### src/rtl/mem_lsu_if.sv
// mem_lsu_if: bundles the pipeline-side request/response handshake and the data memory port of
// the MEM-stage load/store unit.
//   master: the pipeline + memory environment (drives req_*, mem_ack, mem_rdata)
//   slave : the load/store unit (drives req_ready, stall, resp_*, mem_req/we/be/addr/wdata)
interface mem_lsu_if;
  // Pipeline request
  logic        req_valid;
  logic        req_we;
  logic [1:0]  req_size;
  logic        req_unsigned;
  logic [31:0] req_addr;
  logic [31:0] req_wdata;
  // Pipeline response
  logic        req_ready;
  logic        stall;
  logic        resp_valid;
  logic [31:0] resp_rdata;
  logic        resp_err;
  // Data memory port
  logic        mem_req;
  logic        mem_we;
  logic [3:0]  mem_be;
  logic [31:0] mem_addr;
  logic [31:0] mem_wdata;
  logic        mem_ack;
  logic [31:0] mem_rdata;

  modport master (
    output req_valid, req_we, req_size, req_unsigned, req_addr, req_wdata,
    input  req_ready, stall, resp_valid, resp_rdata, resp_err,
    input  mem_req, mem_we, mem_be, mem_addr, mem_wdata,
    output mem_ack, mem_rdata
  );

  modport slave (
    input  req_valid, req_we, req_size, req_unsigned, req_addr, req_wdata,
    output req_ready, stall, resp_valid, resp_rdata, resp_err,
    output mem_req, mem_we, mem_be, mem_addr, mem_wdata,
    input  mem_ack, mem_rdata
  );
endinterface

### src/rtl/mem_lsu.sv
// mem_lsu: MEM-stage load/store unit. Accepts one load/store per handshake, issues a word-aligned
// memory request with byte enables, waits for mem_ack (with a MAX_WAIT-cycle timeout) and returns
// sign/zero-extended load data with a one-cycle resp_valid pulse.
// Optional feature: define LSU_MISALIGN_TRAP_EN to complete misaligned half/word requests with
// resp_err instead of issuing them with the low address bits ignored.
// Ports:
//   i_clk   - clock, rising edge
//   i_reset - asynchronous active-low reset
//   io_bus  - mem_lsu_if.slave: req_*/resp_*/stall to the pipeline, mem_* to data memory
module mem_lsu #(
  parameter int unsigned MAX_WAIT = 16  // legal range 2..255
) (
  input  logic       i_clk,
  input  logic       i_reset,
  mem_lsu_if.slave   io_bus
);

  typedef enum logic [1:0] {StIdle, StBusy, StResp} state_e;

  localparam logic [7:0] LastCnt = 8'(MAX_WAIT - 1);

  state_e      r_state, w_state_d;
  logic [7:0]  r_cnt, w_cnt_d;
  logic [31:0] r_rdata, w_rdata_d;
  logic        r_err, w_err_d;
  logic        r_we, r_uns;
  logic [1:0]  r_size;
  logic [31:0] r_addr, r_wdata;

  logic        w_idle, w_busy, w_resp, w_accept, w_trap;
  logic [3:0]  w_be;
  logic [31:0] w_wdata, w_load;
  logic [7:0]  w_byte;
  logic [15:0] w_half;

  assign w_idle   = (r_state == StIdle);
  assign w_busy   = (r_state == StBusy);
  assign w_resp   = (r_state == StResp);
  assign w_accept = w_idle & io_bus.req_valid;

`ifdef LSU_MISALIGN_TRAP_EN
  // Half with addr[0] set, or word (size 10/11) with any low bit set.
  assign w_trap = ((io_bus.req_size == 2'b01) & io_bus.req_addr[0]) |
                  (io_bus.req_size[1] & (|io_bus.req_addr[1:0]));
`else
  assign w_trap = 1'b0;
`endif

  // Lane pattern and replicated store data from the latched request.
  always_comb begin
    w_be    = 4'b1111;
    w_wdata = r_wdata;
    case (r_size)
      2'b00: begin
        w_be    = 4'b0001 << r_addr[1:0];
        w_wdata = {4{r_wdata[7:0]}};
      end
      2'b01: begin
        w_be    = r_addr[1] ? 4'b1100 : 4'b0011;
        w_wdata = {2{r_wdata[15:0]}};
      end
      default: begin
        w_be    = 4'b1111;
        w_wdata = r_wdata;
      end
    endcase
  end

  // Load extraction; only reaches outputs through r_rdata.
  assign w_byte = io_bus.mem_rdata[{r_addr[1:0], 3'b000} +: 8];
  assign w_half = io_bus.mem_rdata[{r_addr[1], 4'b0000} +: 16];

  always_comb begin
    w_load = io_bus.mem_rdata;
    case (r_size)
      2'b00:   w_load = r_uns ? {24'd0, w_byte} : {{24{w_byte[7]}}, w_byte};
      2'b01:   w_load = r_uns ? {16'd0, w_half} : {{16{w_half[15]}}, w_half};
      default: w_load = io_bus.mem_rdata;
    endcase
  end

  // Next-state logic.
  always_comb begin
    w_state_d = r_state;
    w_cnt_d   = r_cnt;
    w_rdata_d = r_rdata;
    w_err_d   = r_err;
    case (r_state)
      StIdle: begin
        w_cnt_d = 8'd0;
        if (w_accept) begin
          w_rdata_d = 32'd0;
          w_err_d   = w_trap;
          w_state_d = w_trap ? StResp : StBusy;
        end
      end
      StBusy: begin
        // Ack takes priority over a timeout reached in the same cycle.
        if (io_bus.mem_ack) begin
          w_rdata_d = r_we ? 32'd0 : w_load;
          w_err_d   = 1'b0;
          w_state_d = StResp;
        end else if (r_cnt == LastCnt) begin
          w_rdata_d = 32'd0;
          w_err_d   = 1'b1;
          w_state_d = StResp;
        end else begin
          w_cnt_d = r_cnt + 8'd1;
        end
      end
      StResp:  w_state_d = StIdle;
      default: w_state_d = StIdle;
    endcase
  end

  always_ff @(posedge i_clk or negedge i_reset) begin
    if (!i_reset) begin
      r_state <= StIdle;
      r_cnt   <= 8'd0;
      r_rdata <= 32'd0;
      r_err   <= 1'b0;
      r_we    <= 1'b0;
      r_uns   <= 1'b0;
      r_size  <= 2'b00;
      r_addr  <= 32'd0;
      r_wdata <= 32'd0;
    end else begin
      r_state <= w_state_d;
      r_cnt   <= w_cnt_d;
      r_rdata <= w_rdata_d;
      r_err   <= w_err_d;
      if (w_accept) begin
        r_we    <= io_bus.req_we;
        r_uns   <= io_bus.req_unsigned;
        r_size  <= io_bus.req_size;
        r_addr  <= io_bus.req_addr;
        r_wdata <= io_bus.req_wdata;
      end
    end
  end

  // Outputs decode from state/registers only; stall is the single path from req_valid.
  assign io_bus.req_ready  = w_idle;
  assign io_bus.stall      = (w_idle & io_bus.req_valid) | w_busy;
  assign io_bus.resp_valid = w_resp;
  assign io_bus.resp_rdata = w_resp ? r_rdata : 32'd0;
  assign io_bus.resp_err   = w_resp & r_err;
  assign io_bus.mem_req    = w_busy;
  assign io_bus.mem_we     = w_busy & r_we;
  assign io_bus.mem_be     = w_busy ? w_be : 4'b0000;
  assign io_bus.mem_addr   = w_busy ? {r_addr[31:2], 2'b00} : 32'd0;
  assign io_bus.mem_wdata  = w_busy ? w_wdata : 32'd0;

endmodule

### src/flat_wrapper.sv
// flat-port wrapper written by rule: the top's interface ports become plain ports
module mem_lsu_flat 
#(
  parameter int unsigned MAX_WAIT = 16                       
)
  (i_clk, i_reset, io_bus_req_valid, io_bus_req_we, io_bus_req_size, io_bus_req_unsigned, io_bus_req_addr, io_bus_req_wdata, io_bus_req_ready, io_bus_stall, io_bus_resp_valid, io_bus_resp_rdata, io_bus_resp_err, io_bus_mem_req, io_bus_mem_we, io_bus_mem_be, io_bus_mem_addr, io_bus_mem_wdata, io_bus_mem_ack, io_bus_mem_rdata);
  mem_lsu_if io_bus_i ();
  input  logic i_clk;
  input  logic i_reset;
  input wire logic [$bits(io_bus_i.req_valid)-1:0] io_bus_req_valid;
  input wire logic [$bits(io_bus_i.req_we)-1:0] io_bus_req_we;
  input wire logic [$bits(io_bus_i.req_size)-1:0] io_bus_req_size;
  input wire logic [$bits(io_bus_i.req_unsigned)-1:0] io_bus_req_unsigned;
  input wire logic [$bits(io_bus_i.req_addr)-1:0] io_bus_req_addr;
  input wire logic [$bits(io_bus_i.req_wdata)-1:0] io_bus_req_wdata;
  output wire logic [$bits(io_bus_i.req_ready)-1:0] io_bus_req_ready;
  output wire logic [$bits(io_bus_i.stall)-1:0] io_bus_stall;
  output wire logic [$bits(io_bus_i.resp_valid)-1:0] io_bus_resp_valid;
  output wire logic [$bits(io_bus_i.resp_rdata)-1:0] io_bus_resp_rdata;
  output wire logic [$bits(io_bus_i.resp_err)-1:0] io_bus_resp_err;
  output wire logic [$bits(io_bus_i.mem_req)-1:0] io_bus_mem_req;
  output wire logic [$bits(io_bus_i.mem_we)-1:0] io_bus_mem_we;
  output wire logic [$bits(io_bus_i.mem_be)-1:0] io_bus_mem_be;
  output wire logic [$bits(io_bus_i.mem_addr)-1:0] io_bus_mem_addr;
  output wire logic [$bits(io_bus_i.mem_wdata)-1:0] io_bus_mem_wdata;
  input wire logic [$bits(io_bus_i.mem_ack)-1:0] io_bus_mem_ack;
  input wire logic [$bits(io_bus_i.mem_rdata)-1:0] io_bus_mem_rdata;
  assign io_bus_i.req_valid = io_bus_req_valid;
  assign io_bus_i.req_we = io_bus_req_we;
  assign io_bus_i.req_size = io_bus_req_size;
  assign io_bus_i.req_unsigned = io_bus_req_unsigned;
  assign io_bus_i.req_addr = io_bus_req_addr;
  assign io_bus_i.req_wdata = io_bus_req_wdata;
  assign io_bus_req_ready = io_bus_i.req_ready;
  assign io_bus_stall = io_bus_i.stall;
  assign io_bus_resp_valid = io_bus_i.resp_valid;
  assign io_bus_resp_rdata = io_bus_i.resp_rdata;
  assign io_bus_resp_err = io_bus_i.resp_err;
  assign io_bus_mem_req = io_bus_i.mem_req;
  assign io_bus_mem_we = io_bus_i.mem_we;
  assign io_bus_mem_be = io_bus_i.mem_be;
  assign io_bus_mem_addr = io_bus_i.mem_addr;
  assign io_bus_mem_wdata = io_bus_i.mem_wdata;
  assign io_bus_i.mem_ack = io_bus_mem_ack;
  assign io_bus_i.mem_rdata = io_bus_mem_rdata;
  mem_lsu #(.MAX_WAIT(MAX_WAIT)) u_core (.i_clk(i_clk), .i_reset(i_reset), .io_bus(io_bus_i));
endmodule
### config.mk
export PLATFORM = sky130hd
export DESIGN_NAME = mem_lsu_flat
export DESIGN_NICKNAME = d
export VERILOG_FILES = /design/src/rtl/mem_lsu_if.sv /design/src/rtl/mem_lsu.sv /design/src/flat_wrapper.sv
export SDC_FILE = /design/constraint.sdc
export NUM_CORES = 1
export LEC_CHECK = 0
export ABC_CLOCK_PERIOD_IN_PS = 2250
export BUFFER_PORTS_ARGS = -buffer_cell sky130_fd_sc_hd__buf_2
export CAP_MARGIN = 20
export CORE_UTILIZATION = 50
export DETAILED_ROUTE_END_ITERATION = 7
export GPL_TIMING_DRIVEN = 0
export PLACE_DENSITY = 0.91
export SYNTH_ARGS = -nofsm -noshare
export SYNTH_HDL_FRONTEND = slang
export SYNTH_SLANG_ARGS = --single-unit
### constraint.sdc
create_clock -name i_clk -period 2.25 [get_ports i_clk]
set_clock_uncertainty 0.2 [all_clocks]
set_input_delay 0.225 -clock i_clk [delete_from_list [all_inputs] [get_ports i_clk]]
set_output_delay 0.225 -clock i_clk [all_outputs]
set_load 0.005 [all_outputs]
# Word level (Yosys, flattened, before mapping)
# Cells that the tools add are included.
# W data, S select, Z words.
[classes] add_sub_neg=1 mul=0 div=0 n_lt_le_gt_ge=0 n_eq_ne=8 shifts=3 muxes=26 bitwise=4 n_reduce_logical=6
[ops] operator="$mux W32" count=9
[ops] operator="$pmux W32 S2" count=3
[ops] operator="$shiftx A32 B6 Y16" count=1
[ops] operator="$shiftx A32 B6 Y8" count=1
[ops] operator="$mux W8" count=2
[ops] operator="$pmux W8 S2" count=1
[ops] operator="$add A8 B1 Y8 const B" count=1
[ops] operator="$eq A8 B4 Y1 const B" count=1
[ops] operator="$mux W4" count=2
[ops] operator="$pmux W4 S2" count=1
[ops] operator="$mux W2" count=3
[ops] operator="$ne A2 B2 Y1 const B" count=3
[ops] operator="$reduce_and A3 Y1" count=2
[ops] operator="$eq A2 B1 Y1 const B" count=2
[ops] operator="$logic_not A2 Y1" count=2
[ops] operator="$pmux W2 S2" count=1
[ops] operator="$shl A1 B2 Y4 const A" count=1
[ops] operator="$and A1 B1 Y1" count=3
[ops] operator="$mux W1" count=3
[ops] operator="$ne A3 B3 Y1 const B" count=1
[ops] operator="$eq A2 B2 Y1 const B" count=1
[ops] operator="$pmux W1 S2" count=1
[ops] operator="$reduce_and A2 Y1" count=1
[ops] operator="$reduce_bool A2 Y1" count=1
[ops] operator="$or A1 B1 Y1" count=1
[word_totals] register_bits=111 latchBits=0 mem_bits_rw=0 rom_bits=0 inputBits=104 out_inout_bits=106 memories=0

# Depth between registers and ports, before layout
[logic_depth] depth_word=6 mapped_depth=6 ltp_nobuf=5

# Worst setup path before layout
# No wires, ideal clock.
[synth_timing] kind="register -> register" from="reg u_core.r_cnt[0]" to="reg u_core.r_rdata[27]" t_arrival_ps=1662 t_required_ps=1924 path_slack_ps=262 path_stages_with_launch=7 path_buffers=1 path_cell_list="dfrtp_1 -> ha_1 -> and4b_1 -> a21oi_2 -> a21o_1 -> buf_2 -> a221o_1"
[synth_between] elab_chain_cells=3
[synth_rtl] element="start, declared" line="mem_lsu.sv:23" rtl="logic [7:0] r_cnt, w_cnt_d;"
[synth_rtl] element="start signal, assigned" line="mem_lsu.sv:129" rtl="r_cnt <= w_cnt_d;"
[synth_rtl] element="$eq A8 B4 Y1" line="mem_lsu.sv:103" rtl="end else if (r_cnt == LastCnt) begin"
[synth_rtl] element="$ne A3 B3 Y1 (no source line)"
[synth_rtl] element="$reduce_and A3 Y1 (no source line)"
[synth_rtl] element="end signal, assigned" line="mem_lsu.sv:130" rtl="r_rdata <= w_rdata_d;"
[synth_rtl] element="end, declared" line="mem_lsu.sv:24" rtl="logic [31:0] r_rdata, w_rdata_d;"
# No other way between the ends.
# A chain may end at the register's enable or synchronous reset.

# Final worst setup path
[layout_timing] from="reg u_core.r_cnt[0]" to="reg u_core.r_rdata[19]"
# The elaborated chain is that of the path after synthesis.

==> impl_metrics.sql <==
INSERT INTO impl_metrics (metric_group, metric, value, unit) VALUES
('status', 'run_status', 'finished, final reports clean', ''),
('power', 'post-layout-total-power', '8.83', 'mW'),
('global_route', 'grt_first_pass_wirelength', '29700', 'um'),
('global_route', 'groute.layer.met1.usage', '0.376', ''),
('global_route', 'met3_usage', '0.0741', ''),
('power', 'seq_power_share', '0.365', ''),
('route', 'drt_pass1_iterations', '6', ''),
('power', 'p_switching', '3.24', 'mW'),
('power', 'clock_power_frac', '0.203', ''),
('yosys', 'netlist.area_leader.share', '0.474', ''),
('sta', 'post-route-min-period', '2220', 'ps'),
('power', 'cellLeakagePower', '4.21', 'nW'),
('route', 'wl_per_cell', '19.8', 'um'),
('layout', 'synthToLayoutAreaGrowth', '43.6', '%'),
('yosys', 'synth_enable_flop_cells', '0', ''),
('sta', 'max_freq', '450', 'MHz'),
('global_route', 'globalRouteTotalUtil', '0.330', ''),
('yosys', 'register_area_share_after_synthesis', '0.474', ''),
('power', 'share_comb_of_total_power', '0.432', ''),
('sta', 'max_slew_margin', '0.505', ''),
('cts', 'htreeDepth', '3', ''),
('floorplan', 'design.portCount', '210', ''),
('hold_path', 'hold_path_class', 'input pin to flip-flop', ''),
('yosys', 'yosys.cell_count.top_type', 'dfrtp_1', ''),
('worst_setup_path', 'cell_family_with_the_largest_share_of_critical_path_delay', 'compound AO/OA/AOI/OAI gates', ''),
('yosys', 'synthesis.yosys.warnings', '0', ''),
('global_route', 'grt_start_max_net_pins', '57', ''),
('yosys', 'synth_largest_area_cell', 'dfrtp_1', ''),
('cts', 'num_cts_buffers', '9', ''),
('cts', 'clk_transition_reported_paths', '70', 'ps'),
('power', 'pwr_dens', '1050', 'nW/um^2'),
('worst_setup_path', 'timing.critical_path.cells', 'ha_1 > and4b_2 > a21oi_4 > a21o_1 > clkbuf_4 > a221o_1', ''),
('sta', 'slew_viol_final', '0', ''),
('cts', 'tritoncts', 'yes', ''),
('route', 'avgViaCountPerCell', '5.78', ''),
('sta', 'fin_crit_sh', '0.989', ''),
('power', 'power_switching_share', '0.367', ''),
('placement', 'rd_place_congestion', '0.862', ''),
('sta', 'holdWs', '67.8', 'ps'),
('worst_setup_path', 'setup.worst_path.class', 'flip-flop to flip-flop', ''),
('layout', 'nets_final', '951', ''),
('route', 'drc', '0', ''),
('yosys', 'synthArstFlopShare', '1.00', ''),
('yosys', 'syn_inst', '544', ''),
('yosys', 'synth_top_cells_by_count', '111 x dfrtp_1, 73 x and2_1, 67 x mux2_2', ''),
('sta', 'grt_setup_unrepaired', 'true', ''),
('yosys', 'yosys.cell_types.count', '46', ''),
('power', 'peakVddDrop', '791', 'uV'),
('sta', 'timing_worst_slew_pin_value', '742', 'ps'),
('floorplan', 'floorplan.rows', '39', ''),
('yosys', 'avgSynthCellArea', '10.8', 'um^2'),
('worst_setup_path', 'crit_required', '2290', 'ps'),
('yosys', 'syn_area', '5860', 'um^2'),
('cts', 'cts.sink_count', '111', ''),
('global_route', 'number_of_global_route_vias_before_repair', '5931', ''),
('worst_setup_path', 'cp_data_arrival_time', '2260', 'ps'),
('route', 'antenna_violating_nets_post_route', '0', ''),
('cts', 'root_buffer', 'clkbuf_16', ''),
('yosys', 'synth.ff_latch_count', '111', ''),
('worst_setup_path', 'critical_path.slowest_cell', 'dfrtp_2', ''),
('route', 'postRouteWirelength', '19700', 'um'),
('power', 'cell_internal_pwr', '5.60', 'mW'),
('worst_setup_path', 'critPathLaunchType', 'flip-flop', ''),
('job', 'max_cap_viol_count', '0', ''),
('route', 'vias', '5750', ''),
('cts', 'max-clock-path-buffers', '2', ''),
('global_route', 'antenna_found_initial', '1', ''),
('layout', 'post_route_cells_drive_above_1_share', '0.411', ''),
('floorplan', 'die_w', '110', 'um'),
('worst_setup_path', 'crit_path_max_fanout', '10', ''),
('floorplan', 'core-area', '11400', 'um^2');
[registers in the layout, indices dropped and copies added, names as in the netlist]
register,count
u_core.r_rdata,32
u_core.r_cnt,8
u_core.r_size,2
u_core.r_wdata,32
u_core.r_uns,1
u_core.r_addr,32
u_core.r_state,2
u_core.r_err,1
u_core.r_we,1
[cells in the final DEF, fill, tap and decap left out, types with 6 or more instances in the layout]
| cell type | instances |
|---|---|
| nand2_1 | 25 |
| clkbuf_4 | 13 |
| nor2_1 | 44 |
| clkbuf_16 | 9 |
| inv_1 | 12 |
| mux4_2 | 8 |
| dlygate4sd3_1 | 85 |
| o21ai_0 | 11 |
| nand3_1 | 15 |
| mux2i_1 | 17 |
| dfrtp_1 | 109 |
| clkbuf_1 | 7 |
| mux2_2 | 67 |
| and2_1 | 73 |
| a21o_1 | 10 |
| a31oi_1 | 7 |
| a221o_1 | 24 |
| buf_2 | 213 |
| o2bb2ai_1 | 8 |
| o22ai_1 | 8 |
| buf_4 | 6 |
| a21oi_1 | 20 |
[path summary, 6_finish.rpt]
| path | slack [ps] | depth (start not counted) | end |
|---|---|---|---|
| setup / recovery | 30 | 6 | u_core.r_rdata[19]$_DFFE_PN0P_ |
| hold / removal | 70 | 4 | u_core.r_rdata[3]$_DFFE_PN0P_ |
| hold reg to reg | 270 | 1 | u_core.r_rdata[9]$_DFFE_PN0P_ |
| max in group asynchronous | 850 | 3 | u_core.r_wdata[8]$_DFFE_PN0P_ |
| setup reg to reg | 30 | 6 | u_core.r_rdata[19]$_DFFE_PN0P_ |
| min in group asynchronous | 290 | 2 | u_core.r_we$_DFFE_PN0P_ |
[timing repair]
item	in CTS	in global routing
gates resized for setup	26	38
endpoints found under the setup margin	105	182
hold buffers	85	0
hold endpoints to repair	139	0
setup buffers	0	1
pin swaps	0	2
[worst reg2reg max path, stage by stage (launching register included)]
cell and delay, ps:
dfrtp_2 410, ha_1 240, and4b_2 310, a21oi_4 110, a21o_1 260, clkbuf_4 200, a221o_1 370
[cell type report]
cell class	instances	area, um^2	area share
clock buffer	11	253	0.0301
sequential	111	2780	0.331
antenna	1	2.50	0.000298
clock inverter	5	78.8	0.00937
inverter	14	52.6	0.00625
timing repair buffer	293	1920	0.228
buffer	41	267	0.0317
multi-input combinational	376	2880	0.342
tap	143	179	0.0213
[stage by stage]
| stage | instance area [um^2] | std cells | util | TNS, ps | setup slack (ps) |
|---|---|---|---|---|---|
| after global placement | 7070 | 894 | 0.619 | -58980 | -528 |
| after floorplan | 5860 | 545 | - | 0 | 262 |
| final | 8410 | 995 | 0.737 | 0 | 25.7 |
| after CTS | 8340 | 996 | 0.730 | -964 | -49.7 |
| after global routing | 8410 | 995 | 0.737 | -338 | -48.6 |
| after detailed placement | 7100 | 895 | 0.622 | -1990 | -152 |
[routing by layer]
metal,share of wire,wire length [um]
met5,0,0
met2,0.51,10000
met3,0.087,1720
met1,0.36,7160
met4,0.041,807
[cells by family after synthesis]
family,after synthesis,share of synthesized area
other cells,1,0.000640
simple gates,179,0.160
fa+ha+maj,1,0.00214
mux,92,0.189
compound gates,100,0.129
buf+inv,58,0.0429
flops,111,0.474
xor+xnor,2,0.00299
[power by group through the flow]
| stage | logic [mW] | clock network [mW] | registers [mW] |
|---|---|---|---|
| floorplan | 2.32 | 0 | 3.03 |
| global placement | 3.33 | 0 | 3.17 |
| finish | 3.81 | 1.80 | 3.23 |
| global route | 4.13 | 1.89 | 3.30 |
| CTS | 3.65 | 1.80 | 3.18 |
| detailed placement | 3.43 | 0 | 3.21 |
Power figures use the tool's default switching activity.
